--- src/rtl/seg7_scan_driver.sv ---
// seg7_scan_driver
//   Time-multiplexed driver for a 3-digit common-anode seven-segment display.
//   Digit 1 shows in1, digit 2 shows in2 and digit 3 shows (in1+in2) mod 16,
//   all in hex. Each digit is lit for CLK_DIV cycles and is followed by
//   BLANK_CYCLES cycles with everything off, which suppresses ghosting.
//
// Ports
//   clk  in   1  system clock, rising edge
//   rst  in   1  asynchronous reset, active-low
//   en   in   1  display enable (0 blanks the outputs, scanning keeps running)
//   in1  in   4  operand A, asynchronous switch input, bit 0 = MSB
//   in2  in   4  operand B, asynchronous switch input, bit 0 = MSB
//   an   out  3  anode selects, active-low, an[1] = leftmost digit
//   seg  out  7  segments a..g (seg[1] = a), active-low
module seg7_scan_driver #(
  parameter int CLK_DIV      = 50000,
  parameter int BLANK_CYCLES = 16
) (
  input  logic       clk,
  input  logic       rst,
  input  logic       en,
  input  logic [0:3] in1,
  input  logic [0:3] in2,
  output logic [1:3] an,
  output logic [1:7] seg
);

  localparam int CNT_MAX = (CLK_DIV > BLANK_CYCLES) ? CLK_DIV : BLANK_CYCLES;
  // The counter only ever has to reach CNT_MAX-1.
  localparam int CNT_W   = (CNT_MAX > 1) ? $clog2(CNT_MAX) : 1;

  typedef enum logic {
    BLANK = 1'b0,
    SHOW  = 1'b1
  } state_t;

  // ---------------------------------------------------------------------------
  // Two-stage synchronizers, one per operand.
  // ---------------------------------------------------------------------------
  logic [3:0] raw [2];
  logic [3:0] sync_a_reg [2];
  logic [3:0] sync_b_reg [2];

  assign raw[0] = in1;
  assign raw[1] = in2;

  generate
    for (genvar gi = 0; gi < 2; gi++) begin : g_sync
      always_ff @(posedge clk or negedge rst) begin
        if (!rst) begin
          sync_a_reg[gi] <= 4'h0;
          sync_b_reg[gi] <= 4'h0;
        end else begin
          sync_a_reg[gi] <= raw[gi];
          sync_b_reg[gi] <= sync_a_reg[gi];
        end
      end
    end
  endgenerate

  logic [3:0] s1;
  logic [3:0] s2;
  logic [3:0] sum;

  assign s1  = sync_b_reg[0];
  assign s2  = sync_b_reg[1];
  assign sum = s1 + s2;  // carry intentionally dropped: 4-bit wrap

  // ---------------------------------------------------------------------------
  // Scan state
  // ---------------------------------------------------------------------------
  state_t           state_reg, state_next;
  logic [CNT_W-1:0] cnt_reg, cnt_next;
  logic [1:0]       idx_reg, idx_next;   // 1..3
  logic [3:0]       val_reg, val_next;
  logic [3:0]       digit_sel;
  logic [2:0]       an_next;
  logic [6:0]       seg_next;
  logic [2:0]       an_reg;
  logic [6:0]       seg_reg;

  function automatic logic [6:0] decode(input logic [3:0] v);
    logic [6:0] r;
    case (v)
      4'h0: r = 7'b0000001;
      4'h1: r = 7'b1001111;
      4'h2: r = 7'b0010010;
      4'h3: r = 7'b0000110;
      4'h4: r = 7'b1001100;
      4'h5: r = 7'b0100100;
      4'h6: r = 7'b0100000;
      4'h7: r = 7'b0001111;
      4'h8: r = 7'b0000000;
      4'h9: r = 7'b0000100;
      4'hA: r = 7'b0001000;
      4'hB: r = 7'b1100000;
      4'hC: r = 7'b0110001;
      4'hD: r = 7'b1000010;
      4'hE: r = 7'b0110000;
      default: r = 7'b0111000;
    endcase
    return r;
  endfunction

  always_comb begin
    digit_sel = sum;
    case (idx_reg)
      2'd1:    digit_sel = s1;
      2'd2:    digit_sel = s2;
      default: digit_sel = sum;
    endcase
  end

  always_ff @(posedge clk or negedge rst) begin
    if (!rst) begin
      state_reg <= BLANK;
      cnt_reg   <= '0;
      idx_reg   <= 2'd1;
      val_reg   <= 4'h0;
    end else begin
      state_reg <= state_next;
      cnt_reg   <= cnt_next;
      idx_reg   <= idx_next;
      val_reg   <= val_next;
    end
  end

  always_comb begin
    state_next = state_reg;
    cnt_next   = cnt_reg + 1'b1;
    idx_next   = idx_reg;
    val_next   = val_reg;
    case (state_reg)
      BLANK: begin
        if (cnt_reg == CNT_W'(BLANK_CYCLES - 1)) begin
          state_next = SHOW;
          cnt_next   = '0;
          val_next   = digit_sel;  // held for the whole SHOW period
        end
      end
      default: begin
        if (cnt_reg == CNT_W'(CLK_DIV - 1)) begin
          state_next = BLANK;
          cnt_next   = '0;
          idx_next   = (idx_reg == 2'd3) ? 2'd1 : idx_reg + 2'd1;
        end
      end
    endcase
  end

  // Outputs are computed from the upcoming state so the registered pins line
  // up exactly with the state they represent.
  always_comb begin
    an_next  = 3'b111;
    seg_next = 7'b1111111;
    if (state_next == SHOW) begin
      seg_next = decode(val_next);
      case (idx_next)
        2'd1:    an_next = 3'b011;
        2'd2:    an_next = 3'b101;
        2'd3:    an_next = 3'b110;
        default: an_next = 3'b111;
      endcase
    end
  end

  always_ff @(posedge clk or negedge rst) begin
    if (!rst) begin
      an_reg  <= 3'b111;
      seg_reg <= 7'b1111111;
    end else if (!en) begin
      an_reg  <= 3'b111;
      seg_reg <= 7'b1111111;
    end else begin
      an_reg  <= an_next;
      seg_reg <= seg_next;
    end
  end

  assign an  = an_reg;
  assign seg = seg_reg;

endmodule

--- config.mk ---
export PLATFORM = sky130hd
export DESIGN_NAME = seg7_scan_driver
export DESIGN_NICKNAME = d
export VERILOG_FILES = /design/src/rtl/seg7_scan_driver.sv
export SDC_FILE = /design/constraint.sdc
export NUM_CORES = 1
export LEC_CHECK = 0
export BUFFER_PORTS_ARGS = -buffer_cell sky130_fd_sc_hd__buf_2
export CAP_MARGIN = 25
export CORE_UTILIZATION = 55
export CTS_CLUSTER_DIAMETER = 200
export DETAILED_ROUTE_END_ITERATION = 10
export PLACE_DENSITY = 0.75
export SLEW_MARGIN = 20
export SYNTH_ARGS = -nofsm -noshare
export SYNTH_HDL_FRONTEND = slang
export SYNTH_SLANG_ARGS = --single-unit
--- constraint.sdc ---
create_clock -name clk -period 4.9 [get_ports clk]
set_input_delay 1.47 -clock clk [delete_from_list [all_inputs] [get_ports clk]]
set_output_delay 1.47 -clock clk [all_outputs]
set_load 0.005 [all_outputs]
==> results of run 1 <==
==> metrics by stage <==
stage                     setup WS, ns  hold WS (ns)  instance area, um^2
final                             1.74         0.358                 2460
after global routing              1.54         0.366                 2460
after detailed placement          1.76         0.341                 2340
after global placement            1.92         0.335                 2340
after floorplan                   2.04         0.331                 2220
after CTS                         1.76         0.363                 2450
==> layer usage <==
metal	track usage [%]	share of wire, %
met1	22.4	42
met2	36.5	53
met3	3.99	3.1
met4	10.6	1.9
met5	0	0
==> power by group <==
| part | internal (mW) | switching [mW] | leakage [nW] |
|---|---|---|---|
| clock network | 0.156 | 0.137 | 0.0591 |
| registers | 0.432 | 0.00685 | 0.585 |
| logic | 0.0415 | 0.0594 | 0.485 |
| total | 0.629 | 0.204 | 1.13 |
==> cells in the mapped netlist, drive strengths merged <==
cell,count
ha,13
nand2,19
fa,1
nor3,3
nor2,14
a21oi,6
and3,3
o21ai,7
nand4,2
nor2b,1
a221oi,3
or3,6
nand3b,2
mux2i,6
or4,2
nand3,8
o211ai,2
o21a,1
buf,4
inv,13
dfstp,11
a21bo,1
xnor2,7
xor2,9
clkbuf,1
a22oi,1
and2,2
mux2,1
dfrtp,38
o221ai,4
==> cell type report <==
| cell class | instances | share of cell area (%) |
|---|---|---|
| timing repair buffer | 20 | 4.18 |
| inverter | 13 | 1.99 |
| clock buffer | 5 | 2.80 |
| multi-input combinational | 124 | 36.2 |
| tap | 48 | 2.45 |
| sequential | 49 | 50.5 |
| clock inverter | 3 | 1.94 |
==> worst reg2reg max path, delay by kind of cell, from the launching register on <==
kind	cells	cell delay [ns]
simple gates	4	1.26
mux	3	0.94
flops	1	0.42
fa+ha+maj	1	0.29
buf+inv	1	0.18
==> how the worst max path moves through the flow <==
stage	endpoint	startpoint	cells past startpoint	slack, ns
4_1_cts	seg[4]	cnt_reg[6]	9	1.76
5_1_grt	seg[4]	cnt_reg[6]	9	1.54
2_1_floorplan	seg[4]	cnt_reg[6]	9	2.04
3_3_place_gp	seg[4]	cnt_reg[4]	9	1.92
3_5_place_dp	seg[4]	cnt_reg[4]	9	1.76
6_report	seg[4]	cnt_reg[4]	9	1.74
==> kinds of logic after synthesis <==
group / synth area share, %
AO/OA/AOI/OAI: 7.94
adder cells (fa/ha/maj): 8.23
AND/OR/NAND/NOR: 14.1
XOR/XNOR: 6.31
multiplexers: 3.38
buffers and inverters: 4.17
flip-flops: 55.8
==> metrics, run 1 <==
Worst-Margin Slew=0.565 ns; Die Wd=65.5 um; post-layout util=65.1%; Max Clk Rate=317 MHz; Mapped Area=0.00222 mm^2; post-DP HPWL=2760 um; outcome=finished, final reports clean; nets@finish=238; largest net degree at the start of global routing=50; Via Count=1,422; Reg clk slew, reported paths=0.09 ns; Reg area=0.00124 mm^2; worst path cell trace=or4_1 > or3_1 > nor2_4 > mux2i_1 > inv_1 > ha_1 > mux2_2 > mux2i_1 > nand2_1; Arr. time, crit path=3.40 ns; core area=0.00377 mm^2; diode count=0; vias in the first global route=1,456; Clock Tree Buf Depth=2; Syn Nets=216; Starting Density=58.9%; Num CTS Buffers=5; via/cell ratio=5.43; slowest CP cell=mux2i_1; GRT Residual Overflow=0; post-synth top area cell=dfrtp_1; DP Cell Count=254; Cell Pwr Density=339 mW/mm^2; Worst Hold Class=reg -> reg; syn_area_per_cell=11.6 um^2; synthesized flop and latch total=49; Fin. Hold Viols=0; share of cells above drive strength 1=23.8%; endpoints failing setup=0; Clock Sink Count=49; CP Data Required Time=5.14 ns; skew final=0.00711 ns; area grow syn2layout=10.6%; CTS Root Cell=clkbuf_8; maxcap violations=0; Distinct cells, synth=41; Largest register FFs=16; R2R Path End=seg[4]; CP endpoint kind=register; most common cell after layout, fill and taps aside=dfrtp_1; R2R cell count=9; post-route setup TNS=0 ns; Cells after Synth=191; CTS tree=done; DR WL/cell=14.2 um; row cnt=22; synth top area cells=dfrtp_1 43%, dfstp_2 13%, ha_1 7.3%; routed wire length=3720 um; Hold Crit Start=sync_a_reg[7]; non-filler cells, final=262; drt initial violations=82; most frequent cells in the layout=38 x dfrtp_1, 19 x nand2_1, 19 x buf_2, 13 x nor2_1, 13 x ha_1; TritonRoute pass-1 iters=4; post-CTS setup buffers=0; crit-path leading delay family=simple AND/OR/NAND/NOR gates; Critical Path Source Type=register; hold path endpoint=s1[3]; antenna violations before repair=0; worst skew pair latency=0.30 ns; worst stage delay on the critical path=0.53 ns; footprint of the multi-input gates=888 um^2; Yosys warning count=0; Final min period=3.16 ns; Pins Over Slew Limit=0; sequential area share after synthesis=55.8%; die height=65.5 um; Design Power=0.833 mW; Hold-fix buffers, CTS=0; R2R setup slack=1.74 ns; fillers=297; Ports=21; ANT nets after route=0; residual DRC count=0; CTS HTree Levels=2; die footprint=0.00430 mm^2; crit path max fanout=7; reg-to-reg startpoint=cnt_reg[4]; final worst path period share=64.4%; port bufs=20; first-pass GRT wire length=6430 um; CP bufs+invs=1; type of the worst setup path=reg -> reg; hold path depth=0; Worst VDD drop=0.000199 V; Slew Limit Headroom=61.2%; cell mode on critical path=mux2i_1; CTS resizes=0; GR Util All Layers=20.3%; placer's final routability congestion estimate=0.867; RSZ-0062 raised after global routing=no; static leakage=1.13 nW; top-area cell type share of the netlist area=42.8%
Note: power is estimated with default switching activity, not from simulation.
==> inputs of run 2 (changes only) <==
--- a/config.mk
+++ b/config.mk
@@ -5,12 +5,13 @@
 export SDC_FILE = /design/constraint.sdc
 export NUM_CORES = 1
 export LEC_CHECK = 0
+export ABC_AREA = 1
 export BUFFER_PORTS_ARGS = -buffer_cell sky130_fd_sc_hd__buf_2
 export CAP_MARGIN = 25
 export CORE_UTILIZATION = 55
 export CTS_CLUSTER_DIAMETER = 200
 export DETAILED_ROUTE_END_ITERATION = 10
-export PLACE_DENSITY = 0.75
+export PLACE_DENSITY = 0.74
 export SLEW_MARGIN = 20
 export SYNTH_ARGS = -nofsm -noshare
 export SYNTH_HDL_FRONTEND = slang
==> constraint.sdc (replaced) <==
create_clock -name clk -period 3.3 [get_ports clk]
set_input_delay 0.99 -clock clk [delete_from_list [all_inputs] [get_ports clk]]
set_output_delay 0.99 -clock clk [all_outputs]
set_load 0.005 [all_outputs]
==> metrics, run 2 <==
largest family of logic cells by synthesized area=simple AND/OR/NAND/NOR gates; Yosys warning count=0; Cells after Synth=283; Ports=21; Pins Over Slew Limit=0; final worst path period share=68.9%; syn_area_per_cell=8.67 um^2; xor/xnor share of the synthesized area=2.86%; GR Util All Layers=21.2%; placed cell areas=0.00261 mm^2; crit path max fanout=6; core area=0.00414 mm^2; Clock Tree Buf Depth=2; top-count cell post-synth=nand2_1; post-layout util=65.2%; placer's final routability congestion estimate=0.883; Main synth FF type=dfrtp_1; Cell Pwr Density=425 mW/mm^2; drt initial violations=128; Synth Area in Compound Gates=3.62%; type of the worst setup path=reg -> reg; Max Clk Rate=440 MHz; most frequent cells in the layout=73 x nand2_1, 39 x inv_1, 38 x dfrtp_1, 32 x nor2_1, 27 x nand3_1; RSZ-0062 raised after global routing=no; EDFF count, synth=0; TritonRoute pass-1 iters=4; sequential area share after synthesis=50.5%; outcome=finished, final reports clean; CP endpoint kind=register; Synth Area in Simple Gates=28.7%; sw power=0.291 mW; synth top area cells=dfrtp_1 39%, dfstp_2 12%, nand2_1 11%; mux cell area share after synthesis=0%; largest net degree at the start of global routing=41; Min Hold Slack=0.351 ns; grt met3 use=3.95%; antenna violations before repair=0; post-synth top area cell=dfrtp_1; skew final=0.00952 ns; Design Power=1.15 mW; CTS HTree Levels=2; dpl ws=1.02 ns; residual DRC count=0; Num CTS Buffers=5; die footprint=0.00473 mm^2; synthesized-area fraction occupied by adder cells=7.45%; vias in the first global route=1,645; Sequential Power Share=56.2%; DP Cell Count=353; Reg area=0.00124 mm^2; Logic pwr share=13.1%; worst skew pair latency=0.30 ns; Largest register FFs=16; Worst VDD drop=0.000318 V; R2R setup slack=1.03 ns; static leakage=1.43 nW; most common library cells after synthesis=73 x nand2_1, 39 x inv_1, 38 x dfrtp_1; CP Launch Point=idx_reg[0]; endpoints failing setup=0; first-pass GRT wire length=7250 um; ANT nets after route=0; share of cells above drive strength 1=17.0%; Via Count=1,787; Final min period=2.27 ns; clock power share=30.6%; post-DP HPWL=3120 um; Die Wd=68.8 um; reg-to-reg startpoint=idx_reg[0]; via/cell ratio=4.95; grt met2 use=33.5%; row cnt=23; die height=68.8 um; Hold Crit Start=sync_a_reg[0]; most common cell after layout, fill and taps aside=nand2_1; Distinct cells, synth=32; Reg clk slew, reported paths=0.09 ns; Worst Hold Class=reg -> reg; DR WL/cell=11.6 um; nets@finish=335; diode count=0; Syn Nets=308; routed wire length=4180 um; Mapped Area=0.00245 mm^2; GRT Residual Overflow=0; maxcap violations=0; Hold-fix buffers, CTS=0; synthesized flop and latch total=49; Post-Layout Inst Area=0.00270 mm^2; ys async rst share=100%; CTS tree=done; Starting Density=59.2%; grt met1 use=29.1%; setup ws final=1.03 ns; post-route setup TNS=0 ns; CTS Root Cell=clkbuf_8; area grow syn2layout=10.2%; sw frac=25.3%; Slew Limit Headroom=43.1%; port bufs=20; top-area cell type share of the netlist area=38.8%; non-filler cells, final=361; Clock Sink Count=49; Worst-Margin Slew=0.853 ns; Critical Path Source Type=register; post-CTS setup buffers=0; fillers=372; Int Pwr=0.860 mW; Arr. time, crit path=2.51 ns; CP Data Required Time=3.53 ns; GRT busiest layer=met2; CTS resizes=0; footprint of the multi-input gates=0.00105 mm^2; Fin. Hold Viols=0
-- run 2: cell types whose count changed after synthesis, sizes merged, moves of 6 or more --
cell,change
or3,-6
nor2,+21
nand3,+21
inv,+28
mux2i,-6
nand2,+59
-- run 2: cell type report --
cell class              instances  share of cell area, %
flip-flops and latches         49                   45.9
clock buffers                   6                   3.05
well taps                      50                   2.31
multi-input cells             192                   38.7
repair buffers                 21                   3.98
inverters                      41                   5.78
clock inverters                 2                  0.324
-- run 2: kinds of logic (layout without fill, tap and decap cells) --
kind of cell             count (synthesis)  in the layout
AND/OR/NAND/NOR                        155            155
adder cells (fa/ha/maj)                 14             14
AO/OA/AOI/OAI                           15             15
XOR/XNOR                                 8              8
buffers and inverters                   42             70
flip-flops                              49             49
-- run 2: path summary, 6_finish.rpt --
kind                          endpoint  cells after the start
max reg2reg                     seg[6]                     12
max in group asynchronous        an[2]                      2
min                              s2[0]                      0
min in group asynchronous  cnt_reg[13]                      1
max                             seg[6]                     12
min reg2reg                      s2[0]                      0
-- run 2: worst max-delay path, cell delays in order, from the launching register on --
cell and delay [ns]:
dfstp_2 0.56, inv_1 0.04, ha_1 0.36, inv_1 0.12
nand2_1 0.08, o21ai_0 0.09, o21ai_2 0.27, inv_1 0.14
ha_1 0.23, nand3_1 0.13, nand2_1 0.08, nand2_1 0.06
nand3_1 0.06
-- run 2: power by group through the flow --
stage / registers [mW] / clock network (mW) / logic (mW)
floorplan: 0.660 / 0 / 0.0971
global placement: 0.658 / 0 / 0.151
detailed placement: 0.659 / 0 / 0.151
CTS: 0.647 / 0.363 / 0.152
global route: 0.652 / 0.386 / 0.178
finish: 0.647 / 0.352 / 0.151
-- run 2: routing by layer --
layer | share of wire (%) | wire length (um)
met1 | 51 | 2130
met2 | 44 | 1830
met4 | 1.6 | 68
met5 | 0 | 0
met3 | 3.7 | 156
==> inputs of run 3 (changes only) <==
--- a/config.mk
+++ b/config.mk
@@ -5,13 +5,13 @@
 export SDC_FILE = /design/constraint.sdc
 export NUM_CORES = 1
 export LEC_CHECK = 0
-export ABC_AREA = 1
+export ABC_AREA = 0
 export BUFFER_PORTS_ARGS = -buffer_cell sky130_fd_sc_hd__buf_2
 export CAP_MARGIN = 25
 export CORE_UTILIZATION = 55
 export CTS_CLUSTER_DIAMETER = 200
 export DETAILED_ROUTE_END_ITERATION = 10
-export PLACE_DENSITY = 0.74
+export PLACE_DENSITY = 0.75
 export SLEW_MARGIN = 20
 export SYNTH_ARGS = -nofsm -noshare
 export SYNTH_HDL_FRONTEND = slang
==> constraint.sdc (replaced) <==
create_clock -name clk -period 2.24 [get_ports clk]
set_input_delay 0.672 -clock clk [delete_from_list [all_inputs] [get_ports clk]]
set_output_delay 0.672 -clock clk [all_outputs]
set_load 0.005 [all_outputs]
==> metrics, run 3 (synthesis results as in run 1) <==
R2R setup slack=-0.46 ns; die footprint=0.00430 mm^2; DR WL/cell=17.7 um; CTS Root Cell=clkbuf_8; setup ws final=-0.461 ns; via/cell ratio=5.67; cell mode on critical path=mux2i_1; R2R Path End=seg[4]; Sequential Power Share=46.4%; crit path max fanout=3; most frequent cells in the layout=38 x dfrtp_1, 35 x buf_4, 20 x buf_2, 16 x nand2_1, 13 x nor2_1; R2R cell count=10; CP bufs+invs=2; die height=65.5 um; most common cell after layout, fill and taps aside=dfrtp_1; residual DRC count=0; Die Wd=65.5 um; routed wire length=5450 um; Hold-fix buffers, CTS=0; crit-path leading delay family=simple AND/OR/NAND/NOR gates; Final min period=2.70 ns; Num CTS Buffers=5; Worst Hold Class=in -> async; static leakage=1.39 nW; Int Pwr=1.57 mW; Critical Path Source Type=register; type of the worst setup path=reg -> reg; Pins Over Slew Limit=0; slowest CP cell=or4_4; post-DP HPWL=3300 um; sw power=0.511 mW; post-layout util=80.9%; clock power share=35.7%; Logic pwr share=17.9%; GRT Residual Overflow=0; endpoints failing setup=21; row cnt=22; final worst path period share=121%; skew final=0.0153 ns; RSZ-0062 raised after global routing=yes; GR Util All Layers=28.9%; CTS tree=done; TritonRoute pass-1 iters=4; CP endpoint kind=register; placer's final routability congestion estimate=0.883; port bufs=20; CP Data Required Time=2.50 ns; footprint of the multi-input gates=0.00110 mm^2; Worst-Margin Slew=0.516 ns; fillers=209; Ports=21; core area=0.00377 mm^2; Reg clk slew, reported paths=0.10 ns; nets@finish=283; Design Power=2.08 mW; Min Hold Slack=0.316 ns; Starting Density=58.9%; Slew Limit Headroom=65.6%; Clock Sink Count=49; area grow syn2layout=37.4%; vias in the first global route=1,850; Largest register FFs=16; Arr. time, crit path=2.97 ns; worst path cell trace=or4_4 > or3_4 > nor2_4 > mux2i_4 > buf_4 > ha_2 > inv_1 > mux2i_1 > mux2i_1 > nand2_1; Clock Tree Buf Depth=2; CTS HTree Levels=2; first-pass GRT wire length=8770 um; Cell Pwr Density=681 mW/mm^2; diode count=0; antenna violations before repair=0; Max Clk Rate=370 MHz; Worst VDD drop=0.000503 V; worst skew pair latency=0.32 ns; sw frac=24.6%; largest net degree at the start of global routing=29; Reg area=0.00124 mm^2; outcome=finished, violations left; drt initial violations=121; share of cells above drive strength 1=48.3%; ANT nets after route=0; failing checks=setup timing; worst stage delay on the critical path=0.53 ns; maxcap violations=0; reg-to-reg startpoint=cnt_reg[4]; Via Count=1,740; Fin. Hold Viols=0
## run 3: cell types whose count changed in the layout (fill, tap and decap cells not counted), sizes merged, moves of 4 or more
| cell | change |
|---|---|
| inv | -28 |
| nand4 | -4 |
| mux2i | +6 |
| nand2 | -59 |
| buf | +42 |
| nand3 | -21 |
| o221ai | +4 |
| xnor2 | +5 |
| nor2 | -21 |
| or3 | +6 |
## run 3: timing repair
item                       in CTS  in global routing
gates cloned                    2                  0
pin swaps                       5                  1
resized for setup              28                 13
setup endpoints to repair      23                 25
buffers inserted                3                  3
## run 3: worst max path at each step
| stage | startpoint | end | slack, ns | cells past startpoint |
|---|---|---|---|---|
| detailed placement | cnt_reg[4] | seg[4] | -0.44 | 9 |
| global route | cnt_reg[4] | seg[4] | -0.54 | 9 |
| floorplan | cnt_reg[4] | seg[4] | -0.48 | 9 |
| CTS | cnt_reg[4] | seg[4] | -0.37 | 9 |
| global placement | cnt_reg[4] | seg[4] | -0.31 | 9 |
| finish | cnt_reg[4] | seg[4] | -0.46 | 10 |
## run 3: area by class of cell
cell class | instances | share of cell area (%)
Sequential cell | 49 | 40.6
Timing Repair Buffer | 63 | 15.3
Clock buffer | 5 | 2.26
Inverter | 13 | 1.68
Tap cell | 48 | 1.97
Multi-Input combinational cell | 126 | 36.1
Clock inverter | 3 | 2.13
## run 3: power by group through the flow
stage	clock, mW	combinational [mW]	sequential, mW
global placement	0	0.275	0.977
detailed placement	0	0.289	0.980
finish	0.741	0.372	0.965
global route	0.786	0.399	0.969
floorplan	0	0.153	0.980
CTS	0.741	0.334	0.965
## run 3: metrics by stage
step                      cell area, um^2  TNS (ns)  setup WS [ns]  instances
after floorplan                      2270     -2.68         -0.475        191
after global placement               2680     -1.79         -0.313        292
after detailed placement             2680     -3.30         -0.444        292
after CTS                            2970     -2.23         -0.368        304
after global routing                 3050     -5.09         -0.539        307
final                                3050     -3.80         -0.461        307
## run 3: per-layer routing
layer | global-route usage, % | share of wire [%] | vias up
li1 | - | - | 785
met1 | 32.5 | 39 | 889
met2 | 50.9 | 53 | 51
met3 | 7.12 | 4.5 | 15
met4 | 13.9 | 3.0 | 0
met5 | 0 | 0 | -
